## src/rtl/mem_if_pkg.sv

```systemverilog
// Shared definitions for the line/burst memory interface.
//
// Contents:
//   adaptor_state_t      - control states of the line-to-burst adaptor
//   DEF_ADDR_WIDTH       - default address width
//   DEF_LINE_WIDTH       - default cache line width in bits
//   DEF_BEAT_WIDTH       - default burst beat width in bits
//   line_offset_bits()   - number of byte-offset address bits inside one line
package mem_if_pkg;

    typedef enum logic [1:0] {
        ST_IDLE  = 2'd0,
        ST_READ  = 2'd1,
        ST_WRITE = 2'd2,
        ST_DONE  = 2'd3
    } adaptor_state_t;

    localparam int DEF_ADDR_WIDTH = 32;
    localparam int DEF_LINE_WIDTH = 256;
    localparam int DEF_BEAT_WIDTH = 64;

    // Byte-offset bits covered by one line (5 for a 256-bit line).
    function automatic int line_offset_bits(input int line_width);
        return $clog2(line_width / 8);
    endfunction

endpackage

```

## src/rtl/line_burst_adaptor.sv

```systemverilog
// Line-to-burst adaptor: memory-side responder for the write buffer's line port.
// A whole-line read or write request is turned into a fixed-length burst of
// BEAT_WIDTH-bit beats on the physical memory interface; read beats are
// reassembled into a line and a single completion pulse is returned.
//
// Ports:
//   clk, rst        - clock, synchronous active-high reset
//   line_read_i     - line read request, held until line_resp_o
//   line_write_i    - line write request, held until line_resp_o
//   line_addr_i     - line address (offset bits ignored)
//   line_wdata_i    - line write data
//   line_rdata_o    - assembled read line, held until the next read overwrites it
//   line_resp_o     - one-cycle completion pulse
//   burst_addr_o    - line-aligned burst address (0 when idle)
//   burst_read_o    - burst read request
//   burst_write_o   - burst write request
//   burst_wdata_o   - current write beat (0 when not writing)
//   burst_rdata_i   - current read beat
//   burst_resp_i    - beat accepted (write) / beat valid (read)
//
// BEATS = LINE_WIDTH / BEAT_WIDTH must be a power of two so the beat counter
// wraps to 0 exactly on the last beat.
module line_burst_adaptor
    import mem_if_pkg::*;
#(
    parameter int ADDR_WIDTH = DEF_ADDR_WIDTH,
    parameter int LINE_WIDTH = DEF_LINE_WIDTH,
    parameter int BEAT_WIDTH = DEF_BEAT_WIDTH
) (
    input  logic                  clk,
    input  logic                  rst,
    input  logic                  line_read_i,
    input  logic                  line_write_i,
    input  logic [ADDR_WIDTH-1:0] line_addr_i,
    input  logic [LINE_WIDTH-1:0] line_wdata_i,
    output logic [LINE_WIDTH-1:0] line_rdata_o,
    output logic                  line_resp_o,
    output logic [ADDR_WIDTH-1:0] burst_addr_o,
    output logic                  burst_read_o,
    output logic                  burst_write_o,
    output logic [BEAT_WIDTH-1:0] burst_wdata_o,
    input  logic [BEAT_WIDTH-1:0] burst_rdata_i,
    input  logic                  burst_resp_i
);

    localparam int BEATS    = LINE_WIDTH / BEAT_WIDTH;
    localparam int CNT_W    = (BEATS > 1) ? $clog2(BEATS) : 1;
    localparam int OFF_BITS = line_offset_bits(LINE_WIDTH);

    localparam logic [CNT_W-1:0]      LAST_BEAT = CNT_W'(BEATS - 1);
    localparam logic [ADDR_WIDTH-1:0] ADDR_MASK = {ADDR_WIDTH{1'b1}} << OFF_BITS;

    adaptor_state_t        state_q, state_d;
    logic [CNT_W-1:0]      cnt_q, cnt_d;
    logic [ADDR_WIDTH-1:0] addr_q, addr_d;

    // Write line is kept as beat slots so the current beat is a plain index.
    logic [BEAT_WIDTH-1:0] wbuf_q [BEATS];
    logic [BEAT_WIDTH-1:0] rbuf_q [BEATS];

    logic load_wbuf;
    logic store_rbeat;

    // ------------------------------------------------------------------
    // Next-state and output logic
    // ------------------------------------------------------------------
    always_comb begin
        state_d       = state_q;
        cnt_d         = cnt_q;
        addr_d        = addr_q;
        load_wbuf     = 1'b0;
        store_rbeat   = 1'b0;
        line_resp_o   = 1'b0;
        burst_read_o  = 1'b0;
        burst_write_o = 1'b0;
        burst_addr_o  = '0;
        burst_wdata_o = '0;

        unique case (state_q)
            ST_IDLE: begin
                // Read has priority; a simultaneous write is dropped and must
                // be re-requested by the line requester.
                if (line_read_i) begin
                    addr_d  = line_addr_i & ADDR_MASK;
                    cnt_d   = '0;
                    state_d = ST_READ;
                end else if (line_write_i) begin
                    addr_d    = line_addr_i & ADDR_MASK;
                    cnt_d     = '0;
                    load_wbuf = 1'b1;
                    state_d   = ST_WRITE;
                end
            end

            ST_READ: begin
                burst_read_o = 1'b1;
                burst_addr_o = addr_q;
                if (burst_resp_i) begin
                    store_rbeat = 1'b1;
                    cnt_d       = cnt_q + CNT_W'(1);
                    if (cnt_q == LAST_BEAT) begin
                        state_d = ST_DONE;
                    end
                end
            end

            ST_WRITE: begin
                burst_write_o = 1'b1;
                burst_addr_o  = addr_q;
                burst_wdata_o = wbuf_q[cnt_q];
                if (burst_resp_i) begin
                    cnt_d = cnt_q + CNT_W'(1);
                    if (cnt_q == LAST_BEAT) begin
                        state_d = ST_DONE;
                    end
                end
            end

            ST_DONE: begin
                // Requests are not sampled here, so the held request cannot
                // be accepted a second time.
                line_resp_o = 1'b1;
                state_d     = ST_IDLE;
            end

            default: begin
                state_d = ST_IDLE;
            end
        endcase
    end

    // ------------------------------------------------------------------
    // Control registers
    // ------------------------------------------------------------------
    always_ff @(posedge clk) begin
        if (rst) begin
            state_q <= ST_IDLE;
            cnt_q   <= '0;
            addr_q  <= '0;
        end else begin
            state_q <= state_d;
            cnt_q   <= cnt_d;
            addr_q  <= addr_d;
        end
    end

    // ------------------------------------------------------------------
    // Line buffers: reset clears any partially transferred line
    // ------------------------------------------------------------------
    always_ff @(posedge clk) begin
        if (rst) begin
            for (int i = 0; i < BEATS; i++) begin
                wbuf_q[i] <= '0;
                rbuf_q[i] <= '0;
            end
        end else begin
            if (load_wbuf) begin
                for (int i = 0; i < BEATS; i++) begin
                    wbuf_q[i] <= line_wdata_i[i*BEAT_WIDTH +: BEAT_WIDTH];
                end
            end
            if (store_rbeat) begin
                rbuf_q[cnt_q] <= burst_rdata_i;
            end
        end
    end

    // Beat 0 occupies the least-significant bits of the line.
    for (genvar g = 0; g < BEATS; g++) begin : g_rdata
        assign line_rdata_o[g*BEAT_WIDTH +: BEAT_WIDTH] = rbuf_q[g];
    end

endmodule

```

## config.mk

```make
export PLATFORM = sky130hd
export DESIGN_NAME = line_burst_adaptor
export DESIGN_NICKNAME = d
export VERILOG_FILES = /design/src/rtl/mem_if_pkg.sv /design/src/rtl/line_burst_adaptor.sv
export SDC_FILE = /design/constraint.sdc
export NUM_CORES = 1
export LEC_CHECK = 0
export ABC_AREA = 1
export ABC_CLOCK_PERIOD_IN_PS = 64200
export BUFFER_PORTS_ARGS = -buffer_cell sky130_fd_sc_hd__buf_2
export CORE_AREA = 2 2 280 282
export CTS_CLUSTER_DIAMETER = 50
export DETAILED_ROUTE_END_ITERATION = 10
export DIE_AREA = 0 0 282 284
export RECOVER_POWER = 25
export SETUP_SLACK_MARGIN = 0.2
export SYNTH_ARGS = -nofsm -noshare
export SYNTH_HDL_FRONTEND = slang
export SYNTH_SLANG_ARGS = --single-unit
```

## constraint.sdc

```tcl
create_clock -name clk -period 64.2 [get_ports clk]
set_clock_uncertainty 0.2 [all_clocks]
set_input_delay 12.84 -clock clk [delete_from_list [all_inputs] [get_ports clk]]
set_output_delay 12.84 -clock clk [all_outputs]
set_load 0.02 [all_outputs]
```

After elaboration in Yosys (flattened, before gate mapping). Memories as Yosys holds them, arrays and structs flattened. A register that Yosys moved wholly into a read port is not among the register bits. Cells that the tools add are included.

Input port bits: 357. Logic and storage cells: 63. Output and inout bits: 355. Memories kept: 2. Bits in registers: 36. RAM bits: 512.

Memory list: rbuf_q (depth 4, bits a word 64, rd ports 4, clocked after memory_dff 0, wr ports 4, RTL line line_burst_adaptor.sv:59) `logic [BEAT_WIDTH-1:0] rbuf_q [BEATS];`; wbuf_q (depth 4, bits a word 64, rd ports 1, clocked after memory_dff 1, wr ports 4, RTL line line_burst_adaptor.sv:58) `logic [BEAT_WIDTH-1:0] wbuf_q [BEATS];`.

Reduce and logical (&&, ||, !) cells: 8. Mux-type cells: 38. Equal/unequal tests: 7. Bitwise gates (word level): 4. $add $sub $neg: 1.

Operators with widths (count): $mux W64 (6); $mux W32 (3); $reduce_or A64 Y1 (1); $mux W2 (10); $mux W1 (17); $eq A2 B2 Y1 const B (3); $pmux W2 S3 (1); $reduce_and A3 Y1 (2); $ne A2 B1 Y1 const B (2); $or A1 B1 Y1 (4); $pmux W2 S2 (1); $reduce_bool A2 Y1 (2); $ne A3 B3 Y1 const B (1); $add A2 B1 Y2 const B (1); $eq A2 B1 Y1 const B (1); $logic_not A2 Y1 (1); $reduce_and A2 Y1 (1); $reduce_or A2 Y1 (1).

Depth between registers and ports, before layout. Gate-level depths: netlist (run 1).

Depth after elaboration: 7. Gate-level depth with buffers: 8. Mapped depth without buffers: 8.

Least setup slack after synthesis (run 1). No wires, ideal clock.

Path kind: input port to flip-flop. Start: input line_read_i. End: memory wbuf_q[0][0] (netlist bit), enable pin. Stages on the path: 3. Required time: 62.772 ns. Setup slack: 31.967 ns. Path buffers: 0. Arrival time: 30.805 ns. Library setup time: 1.228 ns. Cells stage by stage: inv_1 nand2_1 o21ai_0.

RTL lines: start, declared (RTL line line_burst_adaptor.sv:32) `input logic line_read_i,`; end, declared (RTL line line_burst_adaptor.sv:58).

==> results of run 1 <==
==> stage by stage <==
stage	utilization (%)	setup WS, ps	std cells	area [µm²]	hold WS [ps]
floorplan	-	31970	2144	22530	261.9
global placement	35.04	47340	3780	26960	274.4
detailed placement	35.04	47310	3780	26960	274.5
CTS	38.01	46980	3908	29250	284.9
global route	37.59	44850	3914	28930	305.6
finish	37.60	45440	3916	28940	283.4
==> final timing paths <==
check	startpoint	endpoint	slack [ps]	depth (start not counted)
max	rst	wbuf_q[3][14]	45440	7
min	addr_q[14]	addr_q[14]	280	2
max reg2reg	state_q[0]	wbuf_q[3][14]	58690	7
min reg2reg	addr_q[14]	addr_q[14]	280	2
==> power groups by stage <==
stage	registers, mW	clock network, mW	logic, mW
3_3_place_gp	0.462	0	0.226
6_report	0.456	0.381	0.220
2_1_floorplan	0.487	0	0.130
4_1_cts	0.456	0.391	0.227
3_5_place_dp	0.463	0	0.226
5_1_grt	0.461	0.406	0.245
==> registers in the layout, summed over array words and instances, names as in the netlist, named ones only <==
register and cells:
addr_q 27, rbuf_q 256, cnt_q 2, state_q 2
wbuf_q 256
==> kinds of logic after synthesis <==
family / after synthesis / share of synthesized area, %
simple gates: 884 / 14.99
flops: 545 / 71.21
buf+inv: 480 / 8.507
compound gates: 225 / 5.001
fa+ha+maj: 5 / 0.2778
other cells: 1 / 0.01665
==> placed cells by master (no fill, tap or decap), drive strengths merged, types with 32 or more instances in the layout <==
cell / count
clkbuf: 340
dfxtp: 33
nand3: 34
edfxtp: 512
buf: 458
nand2: 76
o21ai: 129
a21oi: 96
nor2: 772
inv: 368
clkinv: 32
==> metal layers <==
metal  track usage, %  vias to the layer above  wire length, µm
li1                 -                     8157                -
met1            17.60                     7825            24720
met2            27.91                      608            33440
met3            5.508                      129             6299
met4            6.250                       32             1966
met5                0                        -              187
==> layout make-up <==
class	instances	area (µm²)
fill	7891	48020
antenna	8	20.02
tap	1040	1301
clock inverter	48	455.4
multi-input combinational	1119	4623
inverter	358	1345
clock buffer	80	1832
sequential	545	16040
timing repair buffer	718	3318
==> tightest hold or removal path: cells and delay by family, from the launching register on <==
family	cells	cell delay, ps
AO/OA/AOI/OAI	1	60
flip-flops	1	310
AND/OR/NAND/NOR	1	70
==> results.yml, run 1 <==
worst_setup_path:
  crit_fanout: 99
  cp.required_ps: 64310
  critPathArrivalTime_ps: 18870
  worst-path-buf-inv: 5
  cp-end-kind: "flop"
  cp_slowest_cell: "clkbuf_1"
  worstPathCellList: "clkbuf_1 > inv_1 > nand4_1 > clkbuf_1 > buf_4 > buf_4 > nor2_1"
  cp_top_family: "buffers and inverters"
  slowest_delay_ps: 1970
  criticalPathCategory: "in -> reg"
  crit_path_start_kind: "input pin"
power_and_ir_drop:
  powerDensity_mw_per_mm2: 36.53
  swShare_pct: 32.13
  seq_power_share_pct: 43.2
  combPwrFrac_pct: 20.8
  power.leakage_nw: 13.11
  power.internal_mw: 0.7174
  p_clk_share_pct: 36.1
  switching_power_mw: 0.3397
  fin_total_pwr_mw: 1.057
  vdd_drop_max_mv: 0.02022
outcome:
  status: "complete, but fails checks"
  violations: "capacitance limit, slew limit"
synthesis:
  netlist_area_mm2: 0.02252
  synth_top_area_share_pct: 68.28
  synth-seq-cells: 545
  yosysMostFrequentCell: "nor2_1"
  synth.avg_cell_area_um2: 10.52
  synth_commonest_cells: "770 x nor2_1, 512 x edfxtp_1, 354 x inv_1"
  synth-edff-count: 512
  synthFlopType: "edfxtp_1"
  yosys_warnings: 0
  synth-async-reset-ratio_pct: 0
  ys_types: 20
  syn_inst: 2140
  synthTopCellsByArea: "edfxtp_1 68%, nor2_1 13%, inv_1 5.9%"
  synth_top_cell_by_area: "edfxtp_1"
  yosysSeqAreaShare_pct: 71.21
timing:
  rsz0062_at_grt: "false"
  fin_crit_ps: 18760
  setup_violations: 0
  worst_slew_pin_slew_ps: 3640
  finalCritPeriodShare_pct: 29.22
  maxSlewViolCount: 130
  hold_viol: 0
  max-slew-margin-rel_pct: -142.7
  max_freq_mhz: 53.30
  fin_setup_tns_ps: 0
clocking:
  post-cts-setup-buffers: 0
  clock_latency_ps: 600
  cts_max_level: 3
  cts.clk_slew.worst_paths_ps: 60
  cts_buffer_depth: 3
  root_buffer: "clkbuf_16"
  cts_hold_repair.buffers: 0
  cts-buffers-inserted: 71
  clock_sinks: 545
  cts_tree: "yes"
  cts_resized: 0
floorplan:
  start_util_pct: 29.26
  die_area_mm2: 0.08009
  core_area_mm2: 0.07696
  boundaryPins: 712
  die_h_um: 284
  fp.dieW_um: 282
  num_rows: 102
global_routing:
  grt_overflow: 0
  grt_pass1_vias: 16260
  grt_max_degree: 181
  antenna_found_initial: 25
  grt_util_all_layers_pct: 15.95
  grt_pass1_wl_mm: 96.78
route:
  detail_route.vias_per_cell: 4.278
  post-route-drc-count: 0
  dr.pass1.iters: 5
  wirelength_mm: 66.62
  wl_per_cell_um: 17.01
  vias: 16750
  postRouteAntennaNets: 0
  drtIter0Drc: 1174
layout:
  layout-drive-gt1-share_pct: 20.26
  final_nets: 3175
  synthToLayoutAreaGrowth_pct: 28.50
place:
  dp.final_hpwl_mm: 43.67
  portBuffers: 701
  gp_congestion: 0.8164
run:
  maxCapViolations: 2
hold_path:
  hp-class: "reg -> reg"
(Power assumes the default switching activity.)
==> run 2: changes to the inputs <==
--- a/config.mk
+++ b/config.mk
@@ -6,12 +6,12 @@
 export NUM_CORES = 1
 export LEC_CHECK = 0
 export ABC_AREA = 1
-export ABC_CLOCK_PERIOD_IN_PS = 64200
+export ABC_CLOCK_PERIOD_IN_PS = 16000
 export BUFFER_PORTS_ARGS = -buffer_cell sky130_fd_sc_hd__buf_2
-export CORE_AREA = 2 2 280 282
+export CORE_AREA = 2 2 276 278
 export CTS_CLUSTER_DIAMETER = 50
 export DETAILED_ROUTE_END_ITERATION = 10
-export DIE_AREA = 0 0 282 284
+export DIE_AREA = 0 0 278 280
 export RECOVER_POWER = 25
 export SETUP_SLACK_MARGIN = 0.2
 export SYNTH_ARGS = -nofsm -noshare
==> constraint.sdc (replaced) <==
create_clock -name clk -period 16 [get_ports clk]
set_clock_uncertainty 0.2 [all_clocks]
set_input_delay 3.2 -clock clk [delete_from_list [all_inputs] [get_ports clk]]
set_output_delay 3.2 -clock clk [all_outputs]
set_load 0.02 [all_outputs]
==> run 2 against run 1 <==
- critical path type unchanged
- flip-flop and latch count unchanged
- routed wire length decreased by 0.79%
- non-clock buffer count decreased by 2
- setup slack got worse by 39000 ps
- the run still ends with capacitance limit, slew limit left
- worst hold slack got worse by 1.3 ps
- global-route usage increased by 0.43 points
- register-to-register slack got worse by 49000 ps
- sequential power increased to 4.0 times the previous value
==> results.yml, run 2 (same netlist as run 1, synthesis figures left out) <==
outcome:
  status: "complete, but fails checks"
  violations: "capacitance limit, slew limit"
timing:
  maxSlewViolCount: 183
  hold_viol: 0
  finalCritPeriodShare_pct: 62.62
  max-slew-margin-rel_pct: -140.8
  worst_slew_pin_slew_ps: 3611
  setup_ws_ps: 5981
  hold_ws_ps: 282.2
  setup_violations: 0
  rsz0062_at_grt: "false"
  max_freq_mhz: 99.81
  fin_crit_ps: 10020
  fin_setup_tns_ps: 0
clocking:
  cts-buffers-inserted: 69
  post-cts-setup-buffers: 0
  cts_buffer_depth: 3
  cts_max_level: 3
  root_buffer: "clkbuf_16"
  clock_latency_ps: 600
  cts_tree: "yes"
  clock_sinks: 545
  cts.clk_slew.worst_paths_ps: 50
  cts_resized: 0
  cts_hold_repair.buffers: 0
power_and_ir_drop:
  fin_total_pwr_mw: 4.191
  powerDensity_mw_per_mm2: 145.9
  power.leakage_nw: 13.05
  vdd_drop_max_mv: 0.09271
hold_path:
  hold_depth: 2
  whs_endpoint: "addr_q[7]"
  hp-class: "reg -> reg"
  hp-start: "addr_q[7]"
place:
  dp.final_hpwl_mm: 43.78
  gp_congestion: 0.8496
  portBuffers: 701
  dp_worst_setup_slack_ps: 8154
worst_setup_path:
  cp-end-kind: "flop"
  r2r_setup_slack_ps: 9470
  r2r-start: "state_q[1]"
  cp.required_ps: 16020
  reg2reg_to: "wbuf_q[3][29]"
  criticalPathCategory: "in -> reg"
  crit_path_start_kind: "input pin"
  worstRegToRegCells: 8
  crit_fanout: 70
  critPathArrivalTime_ps: 10040
floorplan:
  boundaryPins: 712
  num_rows: 101
  core_area_mm2: 0.07519
  fp.dieW_um: 278
  die_h_um: 280
  start_util_pct: 29.95
  die_area_mm2: 0.07784
layout:
  fillers: 7532
  final_common_cell: "nor2_1"
  post-route-util_pct: 38.22
  reg_top3: "rbuf_q: 256 flops, wbuf_q: 256 flops, addr_q: 27 flops"
  register_area_mm2: 0.01604
  synthToLayoutAreaGrowth_pct: 27.62
  layout-drive-gt1-share_pct: 19.85
  multi_input_area_mm2: 0.004622
  final_cell_mix: "770 x nor2_1, 512 x edfxtp_1, 443 x buf_2, 355 x inv_1, 272 x clkbuf_1"
  final_nets: 3171
route:
  postRouteAntennaNets: 0
  dr.pass1.iters: 5
  drtIter0Drc: 1019
  vias: 16710
  wirelength_mm: 66.09
  wl_per_cell_um: 17.19
  detail_route.vias_per_cell: 4.347
  post-route-drc-count: 0
global_routing:
  grt_max_degree: 201
  grt_util_all_layers_pct: 16.38
  antenna_found_initial: 20
  grt_pass1_wl_mm: 96.53
  grt_overflow: 0
  grt_pass1_vias: 16170
run:
  maxCapViolations: 3
run 2: cell count changes in the layout (fill, tap and decap cells not counted), sizes merged:
cell,change
diode,+1
buf,-2
clkinv,-8
clkbuf,+3
bufinv,-1
inv,-3
run 2: worst max-delay path by stage:
stage	startpoint	endpoint	slack [ps]	cells after the start
6_report	rst	wbuf_q[3][29]	5980	7
5_1_grt	rst	wbuf_q[0][26]	5390	7
4_1_cts	flop	burst_wdata_o[36]	8670	5
3_5_place_dp	rst	wbuf_q[2][20]	8150	7
3_3_place_gp	rst	wbuf_q[2][20]	8180	7
2_1_floorplan	line_read_i	wbuf_q[0][0]	330	3
run 2: through the flow:
stage / area [µm²] / cells
after floorplan: 22530 / 2144
after global placement: 26880 / 3716
after detailed placement: 26880 / 3716
after CTS: 29060 / 3835
after global routing: 28720 / 3838
final: 28740 / 3844
run 2: layout make-up:
type                       instances  area share (%)
tap                              978           4.258
sequential                       545           55.82
clock buffer                      83           6.340
antenna                            9         0.07837
multi-input combinational       1119           16.08
timing repair buffer             716           11.48
clock inverter                    36           1.258
inverter                         358           4.681
run 2: layer usage:
metal,routed length (µm),vias up,GRT usage [%]
met4,2055,26,6.584
met3,6437,129,5.979
met2,32060,638,27.79
met1,25370,7772,18.74
li1,-,8143,-
met5,167,-,0
run 2: critical path: stages:
cell and delay [ps]:
clkbuf_1 1020, inv_1 570, o21ai_0 260, clkbuf_1 2240
buf_4 930, buf_4 790, buf_4 820
run 2: power breakdown:
group          leakage, nW  total [mW]  internal [mW]  switching [mW]
Combinational         6.37       0.881          0.231           0.650
Clock                 1.05        1.49          0.860           0.626
Sequential            5.62        1.82           1.75          0.0693
==> run 3: changes to the inputs <==
--- a/config.mk
+++ b/config.mk
@@ -6,7 +6,7 @@
 export NUM_CORES = 1
 export LEC_CHECK = 0
 export ABC_AREA = 1
-export ABC_CLOCK_PERIOD_IN_PS = 16000
+export ABC_CLOCK_PERIOD_IN_PS = 8470
 export BUFFER_PORTS_ARGS = -buffer_cell sky130_fd_sc_hd__buf_2
 export CORE_AREA = 2 2 276 278
 export CTS_CLUSTER_DIAMETER = 50
==> constraint.sdc (replaced) <==
create_clock -name clk -period 8.47 [get_ports clk]
set_clock_uncertainty 0.2 [all_clocks]
set_input_delay 1.694 -clock clk [delete_from_list [all_inputs] [get_ports clk]]
set_output_delay 1.694 -clock clk [all_outputs]
set_load 0.02 [all_outputs]
==> run 3 against run 2 <==
- the flow still finishes with violations (capacitance limit, slew limit)
- final cell count is 0.18% higher
- via count is 0.29% higher
- routed wire length is 0.52% higher
- total power is 89% higher
- combinational power is 91% higher
- largest power group unchanged
- critical path depth is 2 lower
- cell area is 0.14% higher
- highest routed layer unchanged
- non-clock buffer count is 2 higher
- flip-flop and latch count stayed put
==> results.yml, run 3 (same netlist as run 1, synthesis figures left out) <==
timing:
  maxSlewViolCount: 47
  rsz0062_at_grt: "false"
  finalCritPeriodShare_pct: 75.81
  worst_slew_pin_slew_ps: 2670
  hold_viol: 0
  max_freq_mhz: 155.7
  max-slew-margin-rel_pct: -77.99
  setup_violations: 0
  fin_setup_tns_ps: 0
  fin_crit_ps: 6421
clocking:
  root_buffer: "clkbuf_16"
  clock_latency_ps: 590
  cts.clk_slew.worst_paths_ps: 50
  cts_hold_repair.buffers: 0
  cts-buffers-inserted: 69
  cts_tree: "yes"
  post-cts-setup-buffers: 0
  cts_buffer_depth: 3
  cts_max_level: 3
  cts_resized: 0
  clock_sinks: 545
power_and_ir_drop:
  vdd_drop_max_mv: 0.1861
  power.leakage_nw: 13.06
  powerDensity_mw_per_mm2: 274.7
route:
  wirelength_mm: 66.43
  drtIter0Drc: 1186
  dr.pass1.iters: 5
  vias: 16760
  post-route-drc-count: 0
  routed.top_layer: "met5"
  postRouteAntennaNets: 0
  detail_route.vias_per_cell: 4.351
  wl_met3_mm: 5.927
  wl_per_cell_um: 17.25
  wl_met2_mm: 32.79
  wl_met1_mm: 25.75
layout:
  final_nets: 3173
  fillers: 7549
  multi_input_area_mm2: 0.004622
  register_area_mm2: 0.01604
  final_cell_mix: "770 x nor2_1, 512 x edfxtp_1, 444 x buf_2, 355 x inv_1, 271 x clkbuf_1"
  stdcell_area_mm2: 0.02878
  layout-drive-gt1-share_pct: 19.99
  final_common_cell: "nor2_1"
  reg_top3: "rbuf_q: 256 flops, wbuf_q: 256 flops, addr_q: 27 flops"
  synthToLayoutAreaGrowth_pct: 27.79
place:
  gp_congestion: 0.8011
  dp.final_hpwl_mm: 44.27
  post_dp_cell_area_mm2: 0.02690
  portBuffers: 701
floorplan:
  die_h_um: 280
  core_area_mm2: 0.07519
  boundaryPins: 712
  num_rows: 101
  fp.dieW_um: 278
  start_util_pct: 29.95
  die_area_mm2: 0.07784
global_routing:
  grt_overflow: 0
  antenna_found_initial: 28
  grt_pass1_vias: 16480
  grt_max_degree: 190
  grt_util_all_layers_pct: 16.33
  grt_pass1_wl_mm: 97.30
run:
  maxCapViolations: 2
hold_path:
  hp-start: "addr_q[30]"
  whs_endpoint: "addr_q[30]"
  hold_depth: 2
  hp-class: "reg -> reg"
outcome:
  violations: "capacitance limit, slew limit"
  status: "complete, but fails checks"
worst_setup_path:
  critPathArrivalTime_ps: 6460
  crit_fanout: 66
  r2r-start: "state_q[1]"
  reg2reg_to: "wbuf_q[0][40]"
  worstRegToRegCells: 6
  cp.required_ps: 8510
  criticalPathCategory: "in -> reg"
  crit_path_start_kind: "input pin"
  r2r_setup_slack_ps: 3970
  cp-end-kind: "flop"
[run 3: through the flow]
| stage | instances | util [%] | total power [mW] | setup slack, ps | hold WS [ps] |
|---|---|---|---|---|---|
| after floorplan | 2144 | - | 4.591 | 1297 | 261.9 |
| after global placement | 3718 | 35.78 | 5.200 | 2717 | 273.7 |
| after detailed placement | 3718 | 35.78 | 5.222 | 2661 | 275.4 |
| after CTS | 3839 | 38.68 | 8.024 | 2819 | 285.3 |
| after global routing | 3848 | 38.26 | 8.287 | 1671 | 301.2 |
| final | 3851 | 38.27 | 7.904 | 2049 | 284.7 |
[run 3: worst max path at each step]
stage               start                end  slack (ps)
finish                rst      wbuf_q[0][40]        2050
global route          rst      wbuf_q[2][11]        1670
CTS                  flop  burst_wdata_o[35]        2820
detailed placement    rst      rbuf_q[2][23]        2660
global placement      rst      rbuf_q[1][40]        2720
floorplan             rst       rbuf_q[3][0]        1300
[run 3: area by class of cell]
type,count,share of cell area [%]
tap,978,4.253
timing repair buffer,718,11.58
sequential,545,55.74
multi-input combinational,1119,16.06
clock buffer,81,6.157
clock inverter,40,1.422
inverter,358,4.679
antenna,12,0.1044
[run 3: per-layer routing]
metal / vias up / GRT usage [%]
li1: 8162 / -
met1: 7793 / 18.44
met2: 631 / 28.40
met3: 138 / 5.937
met4: 32 / 5.724
met5: - / 0
[run 3: worst max-delay path: stages]
cell      delay [ps]
clkbuf_1        1000
inv_1            560
o21ai_0          270
clkbuf_1        1910
buf_4            890
[run 3: power by group]
part	leakage [nW]	internal [mW]	switching, mW
Clock	1.05	1.59	1.19
Combinational	6.40	0.436	1.25
Sequential	5.62	3.31	0.124
Total	13.1	5.34	2.56
